## src/rtl/step_dir_position_monitor_if.sv

```systemverilog
// APB3 bus bundle for the step/dir position monitor.
interface step_dir_position_monitor_if;
  logic        PSEL;
  logic        PENABLE;
  logic        PWRITE;
  logic [31:0] PADDR;
  logic [31:0] PWDATA;
  logic [31:0] PRDATA;
  logic        PREADY;
  logic        PSLVERR;

  modport master (
    output PSEL, PENABLE, PWRITE, PADDR, PWDATA,
    input  PRDATA, PREADY, PSLVERR
  );

  modport slave (
    input  PSEL, PENABLE, PWRITE, PADDR, PWDATA,
    output PRDATA, PREADY, PSLVERR
  );
endinterface

```

## src/rtl/step_dir_position_monitor.sv

```systemverilog
// Two-axis step/dir receiver: synchronizes step/dir lines, counts step rising edges into signed
// 32-bit positions, flags soft travel limits. Optional step/dir glitch filter: STEP_GLITCH_FILTER_EN.
module step_dir_position_monitor #(
  parameter int SYNC_STAGES = 2
`ifdef STEP_GLITCH_FILTER_EN
  , parameter int FILTER_CYCLES = 4
`endif
) (
  input  logic                               PCLK,
  input  logic                               PRESERN,
  step_dir_position_monitor_if.slave         apb,
  input  logic                               step1_in,
  input  logic                               dir1_in,
  input  logic                               step2_in,
  input  logic                               dir2_in,
  output logic                               limit_irq
);

  localparam int NS = (SYNC_STAGES < 2) ? 2 : SYNC_STAGES;

  // Line order matches STAT[7:4]: step1, dir1, step2, dir2.
  logic [3:0] raw_in;
  logic [3:0] synced;
  logic [3:0] line_s;

  assign raw_in = {dir2_in, step2_in, dir1_in, step1_in};

  logic        wr_en;
  logic [2:0]  idx;
  logic [31:0] limit_q, limit_d;
  logic [3:0]  ctrl_q, ctrl_d;
  logic        irq_q, irq_d;
  logic [1:0][31:0] pos_val;
  logic [1:0]  lim_flag;
  logic [31:0] rdata;
  logic        unused_addr;

  assign wr_en       = apb.PSEL & apb.PENABLE & apb.PWRITE;
  assign idx         = apb.PADDR[4:2];
  assign unused_addr = ^{apb.PADDR[31:5], apb.PADDR[1:0]};

  genvar gi;
  generate
    for (gi = 0; gi < 4; gi++) begin : g_line
      logic [NS-1:0] sync_q, sync_d;

      always_comb sync_d = {sync_q[NS-2:0], raw_in[gi]};

      always_ff @(posedge PCLK) begin
        if (PRESERN) sync_q <= '0;
        else         sync_q <= sync_d;
      end

      assign synced[gi] = sync_q[NS-1];

`ifdef STEP_GLITCH_FILTER_EN
      localparam int FN = (FILTER_CYCLES < 1) ? 1 : FILTER_CYCLES;
      localparam int CW = $clog2(FN + 1);
      logic          filt_q, filt_d;
      logic [CW-1:0] fcnt_q, fcnt_d;

      // The counter tracks how long the synced line has disagreed with the accepted level.
      always_comb begin
        filt_d = filt_q;
        fcnt_d = '0;
        if (synced[gi] != filt_q) begin
          if (fcnt_q == CW'(FN - 1)) filt_d = synced[gi];
          else                       fcnt_d = fcnt_q + 1'b1;
        end
      end

      always_ff @(posedge PCLK) begin
        if (PRESERN) begin
          filt_q <= 1'b0;
          fcnt_q <= '0;
        end else begin
          filt_q <= filt_d;
          fcnt_q <= fcnt_d;
        end
      end

      assign line_s[gi] = filt_q;
`else
      assign line_s[gi] = synced[gi];
`endif
    end

    for (gi = 0; gi < 2; gi++) begin : g_axis
      logic        step_s, dir_s, rise;
      logic        step_prev_q, step_prev_d;
      logic [31:0] pos_q, pos_d;
      logic [31:0] mag;
      logic        lim_q, lim_d;

      assign step_s = line_s[2*gi];
      assign dir_s  = line_s[2*gi+1];

      always_comb begin
        step_prev_d = step_s;
        rise        = step_s & ~step_prev_q;
        // A register write in the same cycle as a step edge takes priority and drops the step.
        pos_d = pos_q;
        if (wr_en && idx == 3'(gi))
          pos_d = apb.PWDATA;
        else if (rise && ctrl_q[gi])
          pos_d = dir_s ? pos_q + 32'd1 : pos_q - 32'd1;

        mag   = pos_q[31] ? (~pos_q + 32'd1) : pos_q;
        lim_d = lim_q;
        if (wr_en && idx == 3'd4 && apb.PWDATA[gi]) lim_d = 1'b0;
        if (limit_q != 32'd0 && mag >= limit_q)     lim_d = 1'b1;
      end

      always_ff @(posedge PCLK) begin
        if (PRESERN) begin
          step_prev_q <= 1'b0;
          pos_q       <= '0;
          lim_q       <= 1'b0;
        end else begin
          step_prev_q <= step_prev_d;
          pos_q       <= pos_d;
          lim_q       <= lim_d;
        end
      end

      assign pos_val[gi]  = pos_q;
      assign lim_flag[gi] = lim_q;
    end
  endgenerate

  always_comb begin
    limit_d = limit_q;
    ctrl_d  = ctrl_q;
    if (wr_en && idx == 3'd2) limit_d = apb.PWDATA;
    if (wr_en && idx == 3'd3) ctrl_d  = apb.PWDATA[3:0];
    irq_d = |(lim_flag & ctrl_q[3:2]);
  end

  always_ff @(posedge PCLK) begin
    if (PRESERN) begin
      limit_q <= '0;
      ctrl_q  <= '0;
      irq_q   <= 1'b0;
    end else begin
      limit_q <= limit_d;
      ctrl_q  <= ctrl_d;
      irq_q   <= irq_d;
    end
  end

  always_comb begin
    rdata = '0;
    if (apb.PSEL && !apb.PWRITE) begin
      case (idx)
        3'd0:    rdata = pos_val[0];
        3'd1:    rdata = pos_val[1];
        3'd2:    rdata = limit_q;
        3'd3:    rdata = {28'd0, ctrl_q};
        3'd4:    rdata = {24'd0, line_s, 2'b00, lim_flag};
        default: rdata = '0;
      endcase
    end
  end

  assign apb.PRDATA  = rdata;
  assign apb.PREADY  = 1'b1;
  assign apb.PSLVERR = 1'b0;
  assign limit_irq   = irq_q;

endmodule

```

## src/flat_wrapper.sv

```systemverilog
// flat-port wrapper written by rule: the top's interface ports become plain ports
module step_dir_position_monitor_flat 
#(
  parameter int SYNC_STAGES = 2

)
  (PCLK, PRESERN, step1_in, dir1_in, step2_in, dir2_in, limit_irq, apb_PSEL, apb_PENABLE, apb_PWRITE, apb_PADDR, apb_PWDATA, apb_PRDATA, apb_PREADY, apb_PSLVERR);
  step_dir_position_monitor_if apb_i ();
  input  logic PCLK;
  input  logic PRESERN;
  input  logic step1_in;
  input  logic dir1_in;
  input  logic step2_in;
  input  logic dir2_in;
  output logic limit_irq;
  input wire logic [$bits(apb_i.PSEL)-1:0] apb_PSEL;
  input wire logic [$bits(apb_i.PENABLE)-1:0] apb_PENABLE;
  input wire logic [$bits(apb_i.PWRITE)-1:0] apb_PWRITE;
  input wire logic [$bits(apb_i.PADDR)-1:0] apb_PADDR;
  input wire logic [$bits(apb_i.PWDATA)-1:0] apb_PWDATA;
  output wire logic [$bits(apb_i.PRDATA)-1:0] apb_PRDATA;
  output wire logic [$bits(apb_i.PREADY)-1:0] apb_PREADY;
  output wire logic [$bits(apb_i.PSLVERR)-1:0] apb_PSLVERR;
  assign apb_i.PSEL = apb_PSEL;
  assign apb_i.PENABLE = apb_PENABLE;
  assign apb_i.PWRITE = apb_PWRITE;
  assign apb_i.PADDR = apb_PADDR;
  assign apb_i.PWDATA = apb_PWDATA;
  assign apb_PRDATA = apb_i.PRDATA;
  assign apb_PREADY = apb_i.PREADY;
  assign apb_PSLVERR = apb_i.PSLVERR;
  step_dir_position_monitor #(.SYNC_STAGES(SYNC_STAGES)) u_core (.PCLK(PCLK), .PRESERN(PRESERN), .apb(apb_i), .step1_in(step1_in), .dir1_in(dir1_in), .step2_in(step2_in), .dir2_in(dir2_in), .limit_irq(limit_irq));
endmodule
```

## config.mk

```make
export PLATFORM = sky130hd
export DESIGN_NAME = step_dir_position_monitor_flat
export DESIGN_NICKNAME = d
export VERILOG_FILES = /design/src/rtl/step_dir_position_monitor_if.sv /design/src/rtl/step_dir_position_monitor.sv /design/src/flat_wrapper.sv
export SDC_FILE = /design/constraint.sdc
export NUM_CORES = 1
export LEC_CHECK = 0
export CAP_MARGIN = 20
export CORE_ASPECT_RATIO = 1.75
export CORE_MARGIN = 4
export CORE_UTILIZATION = 40
export DETAILED_ROUTE_END_ITERATION = 8
export GPL_TIMING_DRIVEN = 1
export PLACE_DENSITY_LB_ADDON = 0.05
export SETUP_SLACK_MARGIN = 0.3
export SKIP_CTS_REPAIR_TIMING = 1
export SYNTH_ARGS = -nofsm -noshare
export SYNTH_HDL_FRONTEND = slang
export SYNTH_SLANG_ARGS = --single-unit
```

## constraint.sdc

```tcl
create_clock -name PCLK -period 3.52 [get_ports PCLK]
set_input_delay 1.056 -clock PCLK [delete_from_list [all_inputs] [get_ports PCLK]]
set_output_delay 1.056 -clock PCLK [all_outputs]
set_load 0.02 [all_outputs]
```

==> impl_results.md <==
* Worst skew pair latency at 0.44 ns
* Die W at 138 µm
* Worst EP required at 3.84 ns
* Skew final at 0.00737 ns
* FMAX at 271 MHz
* Yosys reg bits at 113
* Routed WL per cell at 21.5 µm
* Fraction of the cycle the final worst path needs at 105%
* Slew Viols, Final at 0
* Seq/Total Area, Yosys at 19.2%
* CTS buffer count at 17
* Crit-path max FO at 2
* Ys flop type: dfxtp_1
* Worst Setup Start Kind: flip-flop
* Root buffer cell: clkbuf_16
* Yosys warns at 0
* Clk pin slew, worst setup/hold paths at 0.06 ns
* Clk sink count at 113
* Pleak at 6.65 nW
* Maximum vdd drop at 0.360 mV
* Synth Instances at 1601
* Outcome: finished with violations
* Maxcap violations at 0
* Sequential share of power at 30.9%
* DRC viols at 0
* # IOs at 108
* Crit path cell chain: or4_4 > nor4b_4 > nand2_2 > or4_4 > o41ai_4 > xnor2_1 > ha_1 > a21o_1 > a21o_1 > a21o_1 > a21o_1 > a21oi_2 > o22ai_2 > o21ai_1 > o21ai_1
* Setup violators final at 2
* Share of cells above drive strength 1 at 21.5%
* Die Span Y at 235 µm
* Least-Margin Pin Slew at 0.768 ns
* Final worst path period need at 3.68 ns
* Num rows at 83
* Syn Area/Cell at 7.37 µm²
* Initial antenna violation count at 0
* Core Util, Final at 53.1%
* Routed via count at 12584
* Power per Cell Area at 279 nW/µm²
* Critical Path Sink Type: flip-flop
* Largest net degree at the start of global routing at 68
* Die area at 32400 µm²
* TritonRoute pass-1 iters at 5
* Ant diodes at 0
* Sw power at 0.00132 W
* Clock power share at 43.3%
* Failing checks: negative setup slack
* Placeable Area at 29200 µm²
* Synth Cell Area at 11800 µm²
* Total GRT Usage at 27.7%
* Initial Util at 40.4%
* Post-Layout Cell Count at 2162
* Arrival @ worst endpoint at 4.00 ns
* H-tree depth at 4
* Sw Ratio at 30.5%
* Vias per cell at 5.82
* CTS tree: done
* Final ANT Viol Nets at 0
* RSZ-0062 raised after global routing: yes
* First-pass GRT wire length at 68700 µm
* Relative slew margins at 48.7%
* Synth-to-Final Area Change at 31.3%
* Final setup margin at -0.164 ns
* Gr ovfl total at 0
* GP Congestion at 0.962
* Post-layout nets at 1968
* Clock buffer depth at 2
* Type of the worst min-delay path: flip-flop to flip-flop
* PortBufs at 76
* Crit path top cell by count: a21o_1
* Cells after DPL at 2105
* Critical path class: flip-flop to flip-flop
* Asr flop ratio synth at 0%
* Worst path slowest cell: or4_4
* Internal power at 0.00301 W
* Post-synth EDFFs at 0
* Vias in the first global route at 12262
* 1st-iter DRT viols at 669
* Final WL at 46500 µm
* Detail Placement HPWL at 36200 µm
* Fin. Hold Viols at 0
* Crit path largest cell delay at 0.55 ns
* Syn_nets at 1802
* Part of the power in combinational logic at 25.8%
* Yosys cell types at 78
[area by class of cell]
cell class / count / area, µm²
Timing Repair inverter: 1 / 7.51
Timing Repair Buffer: 246 / 2340
Sequential cell: 113 / 2270
Clock inverter: 9 / 128
Clock buffer: 23 / 498
Tap cell: 382 / 478
Fill cell: 2914 / 13700
Inverter: 53 / 206
Multi-Input combinational cell: 1335 / 9570
[logic make-up after synthesis]
group,count (synthesis),synth area share (%)
and+or+nand+nor,551,22.1
AOI/OAI and AO/OA,509,28.7
buffers and inverters,153,5.03
adders and majority gates,128,13.7
DFF,113,19.2
xor gates and xnor gates,104,7.72
muxes,41,3.53
other,2,0.0636
[synthesized netlist by cell type, types with 19 or more instances]
| library cell | n | area, µm² |
|---|---|---|
| a21o_1 | 57 | 428 |
| ha_1 | 126 | 1580 |
| dfxtp_1 | 113 | 2260 |
| o21ai_0 | 75 | 375 |
| a21oi_1 | 160 | 801 |
| a311oi_1 | 30 | 263 |
| inv_1 | 53 | 199 |
| nor3_1 | 23 | 115 |
| clkbuf_1 | 86 | 323 |
| nor2b_1 | 19 | 119 |
| mux2i_1 | 36 | 360 |
| xnor2_1 | 90 | 788 |
| nor2_1 | 163 | 612 |
| nand2_1 | 195 | 732 |
| o31ai_1 | 21 | 158 |
| a211oi_1 | 26 | 195 |
| nand3_1 | 32 | 160 |
[critical path: cells and delay by family (launching register included)]
kind / cells / cell delay (ns)
flip-flops: 1 / 0.32
AND/OR/NAND/NOR: 4 / 1.38
AO/OA/AOI/OAI: 9 / 1.42
adder cells (fa/ha/maj): 1 / 0.33
XOR/XNOR: 1 / 0.12
[metrics by stage]
step / total power (W) / hold WS, ns / setup TNS (ns) / instance area (µm²) / setup WS [ns]
after global placement: 0.00235 / 0.416 / -18.15 / 14100 / -0.612
after detailed placement: 0.00236 / 0.427 / -18.49 / 14100 / -0.624
after CTS: 0.00424 / 0.440 / -18.86 / 14700 / -0.629
after global routing: 0.00450 / 0.453 / -0.511 / 15500 / -0.298
after floorplan: 0.00199 / 0.414 / 0 / 12100 / 0.0954
final: 0.00433 / 0.436 / -0.273 / 15500 / -0.164
[cell usage in the layout (no fill, tap or decap), types with 51 or more instances in the layout]
master   instances
ha_1           118
a21o_1          57
nand2_1        194
xnor2_1         88
o21ai_0         66
dfxtp_1        107
nor2_1         135
inv_1           51
a21oi_1        145
buf_4          154
[flip-flops by register name, indices dropped and copies added, names as in the netlist]
| register | count |
|---|---|
| u_core.g_axis.pos_q | 64 |
| u_core.limit_q | 32 |
| u_core.g_line.sync_q | 8 |
| u_core.ctrl_q | 4 |
| u_core.g_axis.lim_q | 2 |
| u_core.g_axis.step_prev_q | 2 |
| u_core.limit_irq | 1 |
[power groups by stage]
stage	clock (W)	sequential, W	combinational (W)
after global placement	0	0.00136	0.000991
after global routing	0.00196	0.00134	0.00121
after CTS	0.00190	0.00133	0.00100
after detailed placement	0	0.00136	0.000997
final	0.00187	0.00134	0.00111
after floorplan	0	0.00135	0.000634
[per-layer routing]
metal | part of all wire, % | wire, µm | global-route usage (%) | vias up
li1 | - | - | - | 6168
met1 | 37 | 17300 | 29.8 | 5972
met2 | 53 | 24900 | 52.0 | 334
met3 | 3.6 | 1670 | 3.06 | 110
met4 | 5.8 | 2710 | 13.5 | 0
met5 | 0 | 0 | 0 | -
[final timing paths]
check                                           startpoint                         end  slack (ns)  cells past startpoint
worst min-delay path            u_core.g_line[2].sync_q[0]  u_core.g_line[2].sync_q[1]        0.44                      1
worst max-delay path            u_core.g_axis[0].pos_q[13]      u_core.g_axis[0].lim_q       -0.16                     15
worst max register to register  u_core.g_axis[0].pos_q[13]      u_core.g_axis[0].lim_q       -0.16                     15
worst min register to register  u_core.g_line[2].sync_q[0]  u_core.g_line[2].sync_q[1]        0.44                      1
(Power assumes the default switching activity.)
